[src/rtl/pcm2pdm_modulator.sv]
// PCM to PDM modulator: sample FIFO feeding a first-order sigma-delta stage
// with a programmable PDM bit clock and oversampling ratio.
module pcm2pdm_modulator #(
  parameter int unsigned FIFO_DEPTH = 4
) (
  input  logic        clk_i,
  input  logic        rst_n_i,
  input  logic        enable_i,
  input  logic [7:0]  clock_divisor_i,
  input  logic [7:0]  oversample_i,
  input  logic [15:0] pcm_i,
  input  logic        valid_i,
  output logic        ready_o,
  input  logic        clear_i,
  output logic        pdm_clk_o,
  output logic        pdm_o,
  output logic        empty_o,
  output logic        underflow_o
);

  localparam int unsigned AW = $clog2(FIFO_DEPTH);
  localparam logic [AW:0] FullCnt = (AW + 1)'(FIFO_DEPTH);

  typedef enum logic [1:0] {StIdle, StLoad, StRun} state_e;

  state_e        state_q, state_d;
  logic [15:0]   mem_q [FIFO_DEPTH];
  logic [15:0]   mem_d [FIFO_DEPTH];
  logic [AW-1:0] wptr_q, wptr_d, rptr_q, rptr_d;
  logic [AW:0]   cnt_q, cnt_d;
  logic [15:0]   cur_q, cur_d, acc_q, acc_d;
  logic [7:0]    tick_cnt_q, tick_cnt_d, bit_cnt_q, bit_cnt_d;
  logic [7:0]    div_q, div_d, osr_q, osr_d;
  logic          pdm_clk_q, pdm_clk_d, pdm_q, pdm_d, underflow_q, underflow_d;

  logic        full, empty, flush, push, pop, tick, fall_tick, last_bit;
  logic [7:0]  osr_eff;
  logic [15:0] u;
  logic [16:0] sum;

  always_comb begin
    full      = (cnt_q == FullCnt);
    empty     = (cnt_q == '0);
    flush     = (state_q == StRun) && !enable_i;
    ready_o   = !full && !flush;
    push      = valid_i && ready_o;
    osr_eff   = (oversample_i == 8'd0) ? 8'd1 : oversample_i;
    // Ticks are suppressed in the flush cycle so nothing advances while draining.
    tick      = (state_q == StRun) && enable_i && (tick_cnt_q == div_q);
    fall_tick = tick && pdm_clk_q;
    last_bit  = fall_tick && (bit_cnt_q == osr_q - 8'd1);
    pop       = ((state_q == StLoad) || last_bit) && !empty;
    u         = cur_q ^ 16'h8000;
    sum       = {1'b0, acc_q} + {1'b0, u};
  end

  always_comb begin
    state_d     = state_q;
    mem_d       = mem_q;
    wptr_d      = wptr_q;
    rptr_d      = rptr_q;
    cnt_d       = cnt_q;
    cur_d       = cur_q;
    acc_d       = acc_q;
    tick_cnt_d  = tick_cnt_q;
    bit_cnt_d   = bit_cnt_q;
    div_d       = div_q;
    osr_d       = osr_q;
    pdm_clk_d   = pdm_clk_q;
    pdm_d       = pdm_q;
    underflow_d = underflow_q;

    unique case (state_q)
      StIdle:  if (enable_i && !empty) state_d = StLoad;
      StLoad:  state_d = StRun;
      StRun:   if (!enable_i) state_d = StIdle;
      default: state_d = StIdle;
    endcase

    // Rate settings are only picked up at counter wraps to avoid mid-period glitches.
    if (state_q != StRun || tick) div_d = clock_divisor_i;
    if (state_q != StRun || last_bit) osr_d = osr_eff;

    if (state_q == StRun) tick_cnt_d = tick ? 8'd0 : tick_cnt_q + 8'd1;
    if (tick) pdm_clk_d = !pdm_clk_q;

    if (fall_tick) begin
      acc_d     = sum[15:0];
      pdm_d     = sum[16];
      bit_cnt_d = last_bit ? 8'd0 : bit_cnt_q + 8'd1;
    end

    if (push) begin
      mem_d[wptr_q] = pcm_i;
      wptr_d        = wptr_q + 1'b1;
    end
    if (pop) begin
      cur_d  = mem_q[rptr_q];
      rptr_d = rptr_q + 1'b1;
    end
    unique case ({push, pop})
      2'b10:   cnt_d = cnt_q + 1'b1;
      2'b01:   cnt_d = cnt_q - 1'b1;
      default: cnt_d = cnt_q;
    endcase

    if (clear_i) underflow_d = 1'b0;
    else if (last_bit && empty) underflow_d = 1'b1;

    if (flush) begin
      wptr_d     = '0;
      rptr_d     = '0;
      cnt_d      = '0;
      acc_d      = '0;
      tick_cnt_d = '0;
      bit_cnt_d  = '0;
      pdm_clk_d  = 1'b0;
      pdm_d      = 1'b0;
    end
  end

  always_ff @(posedge clk_i or negedge rst_n_i) begin
    if (!rst_n_i) begin
      state_q     <= StIdle;
      for (int i = 0; i < FIFO_DEPTH; i++) mem_q[i] <= '0;
      wptr_q      <= '0;
      rptr_q      <= '0;
      cnt_q       <= '0;
      cur_q       <= '0;
      acc_q       <= '0;
      tick_cnt_q  <= '0;
      bit_cnt_q   <= '0;
      div_q       <= '0;
      osr_q       <= 8'd1;
      pdm_clk_q   <= 1'b0;
      pdm_q       <= 1'b0;
      underflow_q <= 1'b0;
    end else begin
      state_q     <= state_d;
      mem_q       <= mem_d;
      wptr_q      <= wptr_d;
      rptr_q      <= rptr_d;
      cnt_q       <= cnt_d;
      cur_q       <= cur_d;
      acc_q       <= acc_d;
      tick_cnt_q  <= tick_cnt_d;
      bit_cnt_q   <= bit_cnt_d;
      div_q       <= div_d;
      osr_q       <= osr_d;
      pdm_clk_q   <= pdm_clk_d;
      pdm_q       <= pdm_d;
      underflow_q <= underflow_d;
    end
  end

  assign pdm_clk_o   = pdm_clk_q;
  assign pdm_o       = pdm_q;
  assign empty_o     = empty;
  assign underflow_o = underflow_q;

endmodule

[config.mk]
export PLATFORM = sky130hd
export DESIGN_NAME = pcm2pdm_modulator
export DESIGN_NICKNAME = d
export VERILOG_FILES = /design/src/rtl/pcm2pdm_modulator.sv
export SDC_FILE = /design/constraint.sdc
export NUM_CORES = 1
export LEC_CHECK = 0
export BUFFER_PORTS_ARGS = -buffer_cell sky130_fd_sc_hd__buf_4
export CORE_ASPECT_RATIO = 0.6
export CORE_MARGIN = 3
export CORE_UTILIZATION = 55
export DETAILED_ROUTE_END_ITERATION = 10
export PLACE_DENSITY = 0.76
export RECOVER_POWER = 25
export REMOVE_ABC_BUFFERS = 1
export SLEW_MARGIN = 20
export SYNTH_ARGS = -nofsm -noshare
export SYNTH_HDL_FRONTEND = slang
export SYNTH_SLANG_ARGS = --single-unit
[constraint.sdc]
create_clock -name clk_i -period 3.3 [get_ports clk_i]
set_clock_uncertainty 0.2 [all_clocks]
set_input_delay 0.66 -clock clk_i [delete_from_list [all_inputs] [get_ports clk_i]]
set_output_delay 0.66 -clock clk_i [all_outputs]
set_load 0.05 [all_outputs]
==> results.md <==
- The number of maximum-capacitance constraint violations is 1.
- The starting utilization of the core area is 57.43%.
- The depth of the worst hold-timing path is 2.
- The critical-path maximum fanout is 21.
- The number of buffers added by the clock tree synthesis step is 17.
- The worst setup path is launched from a flop.
- In the synthesized netlist the dominant register cell turns out to be sky130_fd_sc_hd__dfrtp_1.
- The pin count of the biggest net entering global routing is slightly above 60.
- The relative max-transition margin is -2.670%.
- The critical path in this run is classified as reg -> reg.
- The maximum count of clock buffers along a single path is 2.
- The number of rows in the core area is 31.
- The number of hold buffers added after CTS was 0.
- Setup violations remaining at the end of the flow were counted as 0.
- The maximum vdd ir drop is 0.4067 mV.
- The filler-free cell count of the finished design is between 800 and 900.
- The number of inserted diodes is 0.
- The smallest setup slack after layout is 0.02241 ns.
- From synthesis to final layout, the design area changed by 16.53%.
- The per-cell routed wire length is 18.59 microns.
- The most numerous cell type found on the critical path is sky130_fd_sc_hd__or4_4.
- The setup TNS is 0 ns.
- After technology mapping, the gate count stands at 591.
- The floorplan die height is about 94 microns.
- Port buffering added 41 buffers.
- For this run, the total global-route usage over all layers was measured as between 20% and 30%.
- The global-route congestion overflow total is 0.
- The worst-case setup slack after placement is 0.03481 ns.
- At the worst endpoint, the required time is between 3 and 4 ns.
- The final number of hold-violating endpoints came to 0.
- For this run, the detailed router's first-pass iteration total came to 5.
- After layout, the minimum clock period comes to around 3.3 ns.
- The sequential share of the synthesized area is 49.63%.
- The cell at the slowest stage of the critical path is sky130_fd_sc_hd__or4_4.
- The clock tree from TritonCTS is built.
- In the routed design, unresolved DRC markers number 0.
- In this run, distinct cell masters in the synthesized netlist total 49.
- For the pin with the worst max-slew slack, the measured transition is 1.540 ns.
- Data arrives at the worst endpoint at between 3 and 4 ns.
- The flip-flop and latch count after synthesis is 140.
- Setup repair after global routing could not meet its margin everywhere.
- The logic depth of the worst register-to-register path is 9.
- The area of the mapped netlist is 7062 sq um.
- The top cell type by area accounts for 49.26% of the synthesized area.
- The total number of vias is ~5000.
- The worst-case hold slack is 0.1839 ns.
- Summed over all instances, the cell type with the most area after synthesis is sky130_fd_sc_hd__dfrtp_1.
- The Yosys step of the flow raised 0 warnings.
- The flow ran to the end, but the final reports show violations.
- The type of the tightest min-delay check is in -> reg.
- The utilization after layout is between 60% and 70%.
- The final-stage net count is approximately 700.
- The remaining antenna violation count after routing is 0.
- The number of enable flip-flop cells after synthesis is 0.
- The later pin in the worst-skew pair is clocked with a latency of 0.42 ns.
- The congestion estimate from routability-driven global placement came to just over 0.9.
- The count of placed standard cells including taps is ~800.
- The global-route wire length before repair is 25870 microns.
- The initial antenna violation count is 0.
- The fraction of synthesis flops using an asynchronous set or reset pin is 100.0%.
- The highest achievable clock rate is 0.3051 GHz.
- In this run the power density over the cells is between 800 and 900 nW/um^2.
- The number of global-route vias before repair is between 5000 and 6000.
- The ratio of routed vias to standard cells is 5.934.
- In this run the count of I/O pins placed on the die edge is 42.
- The count of clock tree sinks is 140.
- The buffer cell driving the clock tree root is sky130_fd_sc_hd__clkbuf_16.
- Clock-pin slew was measured on the worst setup and hold paths at 0.06 ns.
- In this run, the number of DRC markers left after iteration 0 of detailed routing was 394.
- In this design, the stage delay of the slowest critical-path cell is between 0.5 and 0.6 ns.
- The checks that failed: max-capacitance violations, max-slew violations.
- The overall die width is between 150 and 200 microns.
- The die area is 14280 sq um.
- The HPWL after detailed placement is 10750 microns.
- By area the synthesized netlist is led by sky130_fd_sc_hd__dfrtp_1 49%, sky130_fd_sc_hd__mux2_2 13%, sky130_fd_sc_hd__mux4_2 5.1%.
- The fraction of layout cells with a size suffix above 1 is 30.84%.
- The leakage power is roughly 3.8 nW.
- CTS built an H-tree with a depth of 4.
- The floorplan core area is between 10000 and 15000 sq um.
- The worst setup path is captured at a flop.
- The critical path goes through nor4_4, a21oi_1, or4_4, or4_4, buf_4, a21oi_4, buf_12, a2bb2oi_4, mux2i_1.
- The routed design has 15490 microns of wire.
- The number of max-slew violations in the final report is 62.
- In this run the mean area of a mapped cell was around 12 sq um.
- The share of the clock period used by the worst path is roughly 99%.
-- routing by layer --
layer / share of wire [%] / up-vias / GRT usage [%]
li1: - / 2277 / -
met1: 49 / 2501 / 33.30
met2: 44 / 138 / 34.38
met3: 5.0 / 27 / 5.338
met4: 1.5 / 0 / 7.405
met5: 0 / - / 0
-- where the power goes --
part | switching [mW] | internal, mW | leakage [nW] | total [mW]
Clock | 0.772 | 0.993 | 0.272 | 1.76
Combinational | 1.15 | 1.35 | 1.75 | 2.49
Sequential | 0.461 | 2.37 | 1.74 | 2.83
-- stage by stage --
step | area, sq um | power, mW
finish | 8229 | 7.086
detailed placement | 7666 | 5.292
global placement | 7666 | 5.106
CTS | 8215 | 7.082
global route | 8229 | 7.513
floorplan | 6965 | 4.516
-- sequential cells by signal (all words and copies together) (netlist names), 3 cells and up --
name	cells
acc_q	16
bit_cnt_q	8
tick_cnt_q	8
osr_q	8
cnt_q	3
cur_q	16
mem_q	64
div_q	8
-- cells in the mapped netlist, types with 2 or more instances --
library cell	number
sky130_fd_sc_hd__fa_1	2
sky130_fd_sc_hd__o21ai_0	42
sky130_fd_sc_hd__buf_6	3
sky130_fd_sc_hd__buf_2	2
sky130_fd_sc_hd__o211ai_1	4
sky130_fd_sc_hd__o21a_1	3
sky130_fd_sc_hd__nor2b_1	4
sky130_fd_sc_hd__clkbuf_1	13
sky130_fd_sc_hd__dfrtp_1	139
sky130_fd_sc_hd__inv_1	18
sky130_fd_sc_hd__nor2_1	21
sky130_fd_sc_hd__nor4_1	2
sky130_fd_sc_hd__a31oi_1	3
sky130_fd_sc_hd__ha_1	23
sky130_fd_sc_hd__mux2i_1	3
sky130_fd_sc_hd__nor3_1	12
sky130_fd_sc_hd__o2111ai_1	2
sky130_fd_sc_hd__xor2_1	22
sky130_fd_sc_hd__and3_1	14
sky130_fd_sc_hd__xnor2_1	14
sky130_fd_sc_hd__nand4_1	5
sky130_fd_sc_hd__mux2_2	82
sky130_fd_sc_hd__nand2b_1	8
sky130_fd_sc_hd__mux4_2	16
sky130_fd_sc_hd__mux2_1	8
sky130_fd_sc_hd__a21oi_1	21
sky130_fd_sc_hd__nand2_1	41
sky130_fd_sc_hd__nand3b_1	3
sky130_fd_sc_hd__a21o_1	4
sky130_fd_sc_hd__nor4b_1	2
sky130_fd_sc_hd__or4_4	2
sky130_fd_sc_hd__nand3_1	26
sky130_fd_sc_hd__o31ai_1	8
sky130_fd_sc_hd__or3_1	4
-- cell type report --
| type | count | area (sq um) |
|---|---|---|
| fill | 877 | 4066 |
| sequential | 140 | 3506 |
| multi-input combinational | 414 | 3412 |
| timing repair buffer | 64 | 488.0 |
| clock buffer | 18 | 439.2 |
| tap | 165 | 206.4 |
| clock inverter | 14 | 110.1 |
| inverter | 18 | 67.56 |
-- what timing repair did --
action                                  in CTS  in global routing
endpoints found under the setup margin       0                  5
gates resized for setup                      0                  6
buffers inserted                             0                  2
-- critical path, delay by kind of cell, from the launching register on --
kind | cells | cell delay [ns]
AOI/OAI and AO/OA | 3 | 0.48
buffers and inverters | 2 | 0.37
DFF | 1 | 0.44
muxes | 1 | 0.25
and+or+nand+nor | 3 | 1.44
-- path summary, 6_finish.rpt --
| kind | endpoint | start | slack (ns) |
|---|---|---|---|
| hold / removal | underflow_o | clear_i | 0.18 |
| setup / recovery | cnt_q[0] | osr_q[5] | 0.02 |
| max in group asynchronous | wptr_q[0] | rst_n_i | 0.53 |
| setup reg to reg | cnt_q[0] | osr_q[5] | 0.02 |
| hold reg to reg | acc_q[6] | acc_q[6] | 0.30 |
| min in group asynchronous | mem_q[55] | rst_n_i | 0.42 |
-- placed cells by master (no fill, tap or decap), types with 4 or more instances in the layout --
cell / netlist / routed
sky130_fd_sc_hd__mux2_2: 82 / 82
sky130_fd_sc_hd__and3_1: 14 / 14
sky130_fd_sc_hd__nand2b_1: 8 / 8
sky130_fd_sc_hd__a21o_1: 4 / 4
sky130_fd_sc_hd__dfrtp_1: 139 / 138
sky130_fd_sc_hd__inv_6: 0 / 5
sky130_fd_sc_hd__or3_1: 4 / 4
sky130_fd_sc_hd__ha_1: 23 / 23
sky130_fd_sc_hd__o211ai_1: 4 / 4
sky130_fd_sc_hd__xor2_1: 22 / 22
sky130_fd_sc_hd__nand2_1: 41 / 40
sky130_fd_sc_hd__nor2_1: 21 / 21
sky130_fd_sc_hd__buf_4: 0 / 61
sky130_fd_sc_hd__nor3_1: 12 / 12
sky130_fd_sc_hd__o21ai_0: 42 / 41
sky130_fd_sc_hd__clkbuf_16: 0 / 17
sky130_fd_sc_hd__nand4_1: 5 / 5
sky130_fd_sc_hd__a21oi_1: 21 / 21
sky130_fd_sc_hd__mux4_2: 16 / 16
sky130_fd_sc_hd__o31ai_1: 8 / 8
sky130_fd_sc_hd__inv_1: 18 / 18
sky130_fd_sc_hd__nor2b_1: 4 / 4
sky130_fd_sc_hd__nand3_1: 26 / 26
sky130_fd_sc_hd__clkinv_4: 0 / 5
sky130_fd_sc_hd__xnor2_1: 14 / 14
sky130_fd_sc_hd__mux2_1: 8 / 8
-- cells by family after synthesis --
logic type      after synthesis  synth area share [%]
simple gates                150                 11.04
xor+xnor                     36                 4.465
mux                         109                 19.88
flops                       140                 49.63
fa+ha+maj                    25                 4.642
compound gates               94                 8.026
buf+inv                      37                 2.321
No activity file was read; power rests on OpenSTA's default activity.
